--- src/rtl/inv_round_tail.sv ---
// AES decryption round tail: AddRoundKey followed by column-serial InvMixColumns
// (skipped on the final round), with a start/busy/done handshake.
module inv_round_tail #(
   parameter int unsigned COLS_PER_CYCLE = 1
) (
   input  logic         clk,
   input  logic         rst,
   input  logic         start,
   input  logic [0:127] state_in,
   input  logic [0:127] round_key,
   input  logic         last_round,
   output logic         busy,
   output logic         done,
   output logic [0:127] state_out
);

   localparam int unsigned NCOLS    = 4;
   localparam int unsigned COL_W    = 32;
   localparam logic [1:0]  COL_STEP = 2'(COLS_PER_CYCLE);
   localparam logic [1:0]  LAST_COL = 2'(NCOLS - COLS_PER_CYCLE);

   generate
      if (!(COLS_PER_CYCLE == 1 || COLS_PER_CYCLE == 2 || COLS_PER_CYCLE == 4)) begin : g_bad_cols
         $error("inv_round_tail: COLS_PER_CYCLE must be 1, 2 or 4");
      end
   endgenerate

   typedef enum logic [1:0] {IDLE, MIX, OUT} fsm_t;

   fsm_t         fsm;
   logic [0:127] work;
   logic [0:127] mixed;
   logic [1:0]   col;

   function automatic logic [7:0] xtime(input logic [7:0] b);
      return {b[6:0], 1'b0} ^ (b[7] ? 8'h1b : 8'h00);
   endfunction

   // One InvMixColumns column; byte 4c (row 0) sits at the MSB end of the word.
   function automatic logic [31:0] inv_mix_col(input logic [31:0] c);
      logic [7:0] s  [4];
      logic [7:0] x2 [4];
      logic [7:0] x4 [4];
      logic [7:0] x8 [4];
      logic [7:0] m9 [4];
      logic [7:0] mb [4];
      logic [7:0] md [4];
      logic [7:0] me [4];
      for (int r = 0; r < 4; r++) begin
         s[r]  = c[31 - 8*r -: 8];
         x2[r] = xtime(s[r]);
         x4[r] = xtime(x2[r]);
         x8[r] = xtime(x4[r]);
         m9[r] = x8[r] ^ s[r];
         mb[r] = x8[r] ^ x2[r] ^ s[r];
         md[r] = x8[r] ^ x4[r] ^ s[r];
         me[r] = x8[r] ^ x4[r] ^ x2[r];
      end
      return {me[0] ^ mb[1] ^ md[2] ^ m9[3],
              m9[0] ^ me[1] ^ mb[2] ^ md[3],
              md[0] ^ m9[1] ^ me[2] ^ mb[3],
              mb[0] ^ md[1] ^ m9[2] ^ me[3]};
   endfunction

   // Columns col .. col+COLS_PER_CYCLE-1 transformed, the rest passed through.
   always_comb begin
      mixed = work;
      for (int k = 0; k < int'(COLS_PER_CYCLE); k++) begin
         mixed[COL_W*(int'(col) + k) +: COL_W] = inv_mix_col(work[COL_W*(int'(col) + k) +: COL_W]);
      end
   end

   always_ff @(posedge clk or posedge rst) begin
      if (rst) begin
         fsm       <= IDLE;
         work      <= '0;
         col       <= '0;
         busy      <= 1'b0;
         done      <= 1'b0;
         state_out <= '0;
      end else begin
         done <= 1'b0;
         case (fsm)
            IDLE: begin
               if (start) begin
                  work <= state_in ^ round_key;
                  col  <= '0;
                  busy <= 1'b1;
                  fsm  <= last_round ? OUT : MIX;
               end
            end
            MIX: begin
               work <= mixed;
               col  <= col + COL_STEP;
               if (col == LAST_COL) fsm <= OUT;
            end
            OUT: begin
               state_out <= work;
               done      <= 1'b1;
               busy      <= 1'b0;
               fsm       <= IDLE;
            end
            default: fsm <= IDLE;
         endcase
      end
   end

endmodule

--- config.mk ---
export PLATFORM = sky130hd
export DESIGN_NAME = inv_round_tail
export DESIGN_NICKNAME = d
export VERILOG_FILES = /design/src/rtl/inv_round_tail.sv
export SDC_FILE = /design/constraint.sdc
export NUM_CORES = 1
export LEC_CHECK = 0
export ABC_AREA = 1
export CAP_MARGIN = 15
export CORE_ASPECT_RATIO = 1.2
export CORE_UTILIZATION = 52
export DETAILED_ROUTE_END_ITERATION = 10
export PLACE_DENSITY = 0.82
export REMOVE_ABC_BUFFERS = 1
export SYNTH_ARGS = -nofsm -noshare
export SYNTH_HDL_FRONTEND = slang
export SYNTH_SLANG_ARGS = --single-unit
--- constraint.sdc ---
create_clock -name clk -period 11.4 [get_ports clk]
set_clock_uncertainty 0.1 [all_clocks]
set_input_delay 2.28 -clock clk [delete_from_list [all_inputs] [get_ports clk]]
set_output_delay 2.28 -clock clk [all_outputs]
set_load 0.01 [all_outputs]
Yosys cells after proc, flatten, opt, wreduce, memory -nomap -nowiden
Index checks and enable logic that the tools add are counted.
Word-level totals
  register bits after elaboration: 262
  bits of input ports: 260
  output and inout bits: 130
  logic and storage cells: 96
Cells by class
  reductions and logical operators: 6
  equality and inequality tests: 5
  add/subtract/negate cells: 2
  bitwise operators: 50
  shift operators: 3
  muxes and demuxes: 24
Operators by type and width (count)
  bitwise XOR 8 bit: 36
  case mux 128 bit (2 select lines): 1
  variable shift 129 x 34 -> 128 bit, first input constant: 1
  variable part select 128 x 33 -> 129 bit: 1
  variable part select 129 x 34 -> 128 bit: 1
  bitwise mux 128 bit: 1
  two-way mux 128 bit: 1
  bitwise XOR 128 bit: 1
  bitwise XOR 8 x 5 -> 8 bit: 12
  two-way mux 5 bit: 12
  negator 33 -> 34 bit: 1
  NOT 7 -> 33 bit: 1
  two-way mux 2 bit: 4
  case mux 2 bit (2 select lines): 2
  AND reduction 2 bit: 3
  equality test 2 bit, second input constant: 2
  != test 2 bit, second input constant: 2
  nonzero test 2 bit: 2
  adder 2 x 1 -> 2 bit, second input constant: 1
  equality test 2 x 1 -> 1 bit, second input constant: 1
  zero test 2 bit: 1
  two-way mux 1 bit: 2
  case mux 1 bit (2 select lines): 1

Longest topological paths before layout
  word-level depth: 16
  gate-level depth with buffers: 21
  gate-level depth less buffers: 20

Worst setup path after synthesis
OpenSTA, ideal clock, no wires.
  path kind: input port to flip-flop
  start point: input port start
  end point: register work[105] in the netlist's numbering
  stages: 7
  arrival time: 3345 ps
  path slack: 7877 ps
  library setup time: 77 ps
  path through: nand3_1 -> nand2_1 -> nand2_1 -> clkbuf_1 -> buf_1 -> nor2_1 -> a21oi_1
Between the ends
  longest elaborated chain between the ends: 2
Ends and longest elaborated chain
  from (decl): line 8  | input logic start,
  != test 2 bit (no source line)
  AND reduction 2 bit (no source line)
  to (signal assigned): line 86  | work <= state_in ^ round_key;
  to (signal assigned): line 93  | work <= mixed;
  to (decl): line 31  | logic [0:127] work;
Every way passes these cells.
A chain may end at the register's enable or synchronous reset.

Final worst setup path
  start point: register col[0]
  end point: register work[87] in the netlist's numbering
Between the ends
  longest elaborated chain between the ends: 14
Ends and longest elaborated chain
  from (decl): line 33  | logic [1:0] col;
  from (signal assigned): line 94  | col <= col + COL_STEP;
  NOT 7 -> 33 bit (not written as such) (*): line 69  | mixed[COL_W*(int'(col) + k) +: COL_W] = inv_mix_col(work[COL_W*(int'(col) + k) +: COL_W]);
  variable part select 128 x 33 -> 129 bit: line 69
  bitwise XOR 8 x 5 -> 8 bit or two-way mux 5 bit (tied branches) (2 in series): line 36  | return {b[6:0], 1'b0} ^ (b[7] ? 8'h1b : 8'h00);
  two-way mux 5 bit or bitwise XOR 8 x 5 -> 8 bit (tied branches): line 36
  bitwise XOR 8 x 5 -> 8 bit: line 36
  bitwise XOR 8 bit, on equally long branches (2 in series): line 55, 56, 57
  bitwise XOR 8 bit, on equally long branches (3 in series)
  variable part select 129 x 34 -> 128 bit: line 69
  bitwise mux 128 bit (*): line 69
  case mux 128 bit (2 select lines) (*): line 83  | case (fsm)
Mark *: on every way between the ends. The rest lies on a longest branch, timed or not.

==> results by group <==
Clocking
  • CTS Buffer Depth: 3
  • Num CTS Buffers: 28
  • CTS tree: built
  • Post-CTS setup buffer count: 0
  • Clock tree root driver cell: clkbuf_16
  • Hold_buf cts: 0
  • Cts repair resizes: 0
  • Clock latency at the later pin of the worst-skew pair: 580 ps
  • CTS clk-pin slew, worst paths: 60 ps
  • Htree depth: 1
  • Clock sink count: 262

Route
  • Avg Vias per Cell: 5.62
  • Initial DRC Count: 1,683
  • Via count: 18,800
  • Routed wire length: 61,100 um
  • Routed Antenna Nets: 0
  • Post-DR wirelength/cell: 18.2 um
  • Drt drc: 0
  • Pre-antenna DRT Iters: 8

STA
  • Setup violators final: 0
  • Tmin final: 4550 ps
  • RSZ-0062 raised after global routing: false
  • Fmax achieved: 220 MHz
  • Measured slew at the worst slew-check pin: 1230 ps
  • Max-slew headroom: 0.180
  • Slew Limit Fails: 0
  • Setup tns final: 0 ps
  • Hold_ws: 369 ps
  • Count of final hold-check violations: 0
  • Ratio of final minimum period to clock period: 0.399

Min path
  • HP Start: state_out[116]$_DFFE_PP0P_
  • Min-Delay Path Class: reg2reg

Finish
  • P&R area growth vs syn: 29.1%
  • Final layout net count: 3,149
  • Filler instances: 2,883
  • Post-route cell area: 0.0228 sq mm
  • Post-Layout Cell Count: 3,356
  • N_diodes: 0
  • Fraction of layout cells with a size suffix above 1: 0.0599

Die
  • Die Width: 170 um
  • Die height: 204 um
  • Initial Util: 0.530
  • IO Count: 390
  • FP Rows: 73
  • DIE AREA: 0.0346 sq mm
  • Core Box Area: 0.0332 sq mm

Global route
  • Global-route wire length before repair: 94,900 um
  • Global route overflow: 0
  • Largest net degree at the start of global routing: 150
  • Antenna violations before repair: 0
  • Total track usage: 0.350
  • Vias in the first global route: 18,200

Synth
  • Sequential area share after synthesis: 0.372
  • Synth Register Bits: 262
  • Mapped Area: 0.0176 sq mm
  • Main flop type after synthesis: dfrtp_1
  • Dominant cells by area after synthesis: dfrtp_1 37%, nand2_1 18%, o21ai_0 6.7%
  • Count of cell types in the netlist: 36
  • Mapped Avg Cell Area: 6.86 sq um
  • Synth top area share: 0.372
  • Yosys warns: 0
  • Most frequent cell after synthesis: nand2_1
  • Synth area leader: dfrtp_1
  • EDFF count, synth: 0
  • Mapped Cells: 2,569
  • Post-synth ARST share: 1.00
  • Top post-synthesis cells by count: 849 x nand2_1, 262 x dfrtp_1, 237 x o21ai_0

Placed design
  • I/O Buffers: 389
  • Final Wtd Congestion: 1.04
  • Post-detail-place hpwl: 43,000 um
  • Inst Count DP: 3,302
  • Post-Place Cell Area: 0.0217 sq mm

Critical path
  • CP arrival: 4930 ps
  • CP startpoint: col[0]$_DFFE_PP0P_
  • Worst setup EP type: register
  • CP Launch Type: register
  • CP endpoint: work[87]$_DFFE_PP0P_
  • R2r startpoint: col[0]$_DFFE_PP0P_
  • Reg-to-reg endpoint: work[87]$_DFFE_PP0P_
  • Worst Reg-to-Reg Cells: 13
  • R2R Setup Slk: 6850 ps
  • Peak fanout along the critical path: 72
  • Setup Crit Path Kind: reg2reg
  • WP data required: 11,780 ps

Job
  • Max-cap violation count: 0

Run status
  • Status: finished clean
==> sequential cells by signal (all words and copies together) (netlist names) <==
name,flops
state_out,128
busy,1
done,1
fsm,2
work,128
col,2
==> cell usage in the layout, fill, tap and decap left out, types with 34 or more instances in the layout <==
| cell type | count |
|---|---|
| a21oi_1 | 172 |
| inv_1 | 179 |
| o21ai_0 | 237 |
| nor2_1 | 166 |
| dfrtp_1 | 260 |
| nand2_1 | 848 |
| nand2_2 | 48 |
| nand3_1 | 224 |
| nand4_1 | 45 |
| a21boi_1 | 63 |
| xnor2_1 | 34 |
| clkdlybuf4s50_1 | 389 |
| xor2_1 | 65 |
==> worst max-delay path, stage by stage, from the launching register on <==
cell,delay (ps)
dfrtp_4,600
inv_4,610
buf_4,650
nand2_1,110
nand3_1,110
nand2_2,240
inv_2,210
nand2_1,70
nand2_1,250
xor2_1,220
xor2_1,320
xor2_1,480
nand3_1,150
a22oi_1,190
==> metrics by stage <==
step	utilization	setup WS, ps
6_report	0.684	6850
5_1_grt	0.684	6660
4_1_cts	0.682	6940
3_5_place_dp	0.653	6780
3_3_place_gp	0.653	6850
2_1_floorplan	-	1810
==> worst min path at each step <==
| stage | endpoint | slack (ps) | cells past startpoint |
|---|---|---|---|
| 4_1_cts | state_out[116]$_DFFE_PP0P_ | 370 | 2 |
| 3_3_place_gp | state_out[120]$_DFFE_PP0P_ | 350 | 2 |
| 5_1_grt | state_out[101]$_DFFE_PP0P_ | 390 | 2 |
| 6_report | state_out[116]$_DFFE_PP0P_ | 370 | 2 |
| 2_1_floorplan | state_out[100]$_DFFE_PP0P_ | 370 | 2 |
| 3_5_place_dp | state_out[116]$_DFFE_PP0P_ | 360 | 2 |
==> final cells by class <==
class / instances / area (sq um) / share of cell area
clock buffers: 38 / 810 / 0.0356
clock inverters: 13 / 148 / 0.00649
inverters: 200 / 768 / 0.0338
multi-input cells: 1990 / 9830 / 0.432
flip-flops and latches: 262 / 6560 / 0.288
well taps: 450 / 563 / 0.0247
repair buffers: 403 / 4070 / 0.179
==> layer usage <==
metal | vias up | wire length [um] | part of all wire | GRT usage
met1 | 8788 | 23600 | 0.39 | 0.426
met5 | - | 0 | 0 | 0
met4 | 0 | 2710 | 0.044 | 0.158
met3 | 176 | 4700 | 0.077 | 0.0487
met2 | 900 | 30100 | 0.49 | 0.612
li1 | 8985 | - | - | -
==> logic make-up (layout without fill, tap and decap cells) <==
group	count (synthesis)	in the layout	synth area share
and+or+nand+nor	1368	1368	0.331
AOI/OAI and AO/OA	507	507	0.157
buffers and inverters	317	654	0.0740
DFF	262	262	0.372
xor gates and xnor gates	111	111	0.0628
adders and majority gates	4	4	0.00284
Power is not shown: default switching activity piles up to over one toggle a cycle in this logic, so the estimate is an artifact.
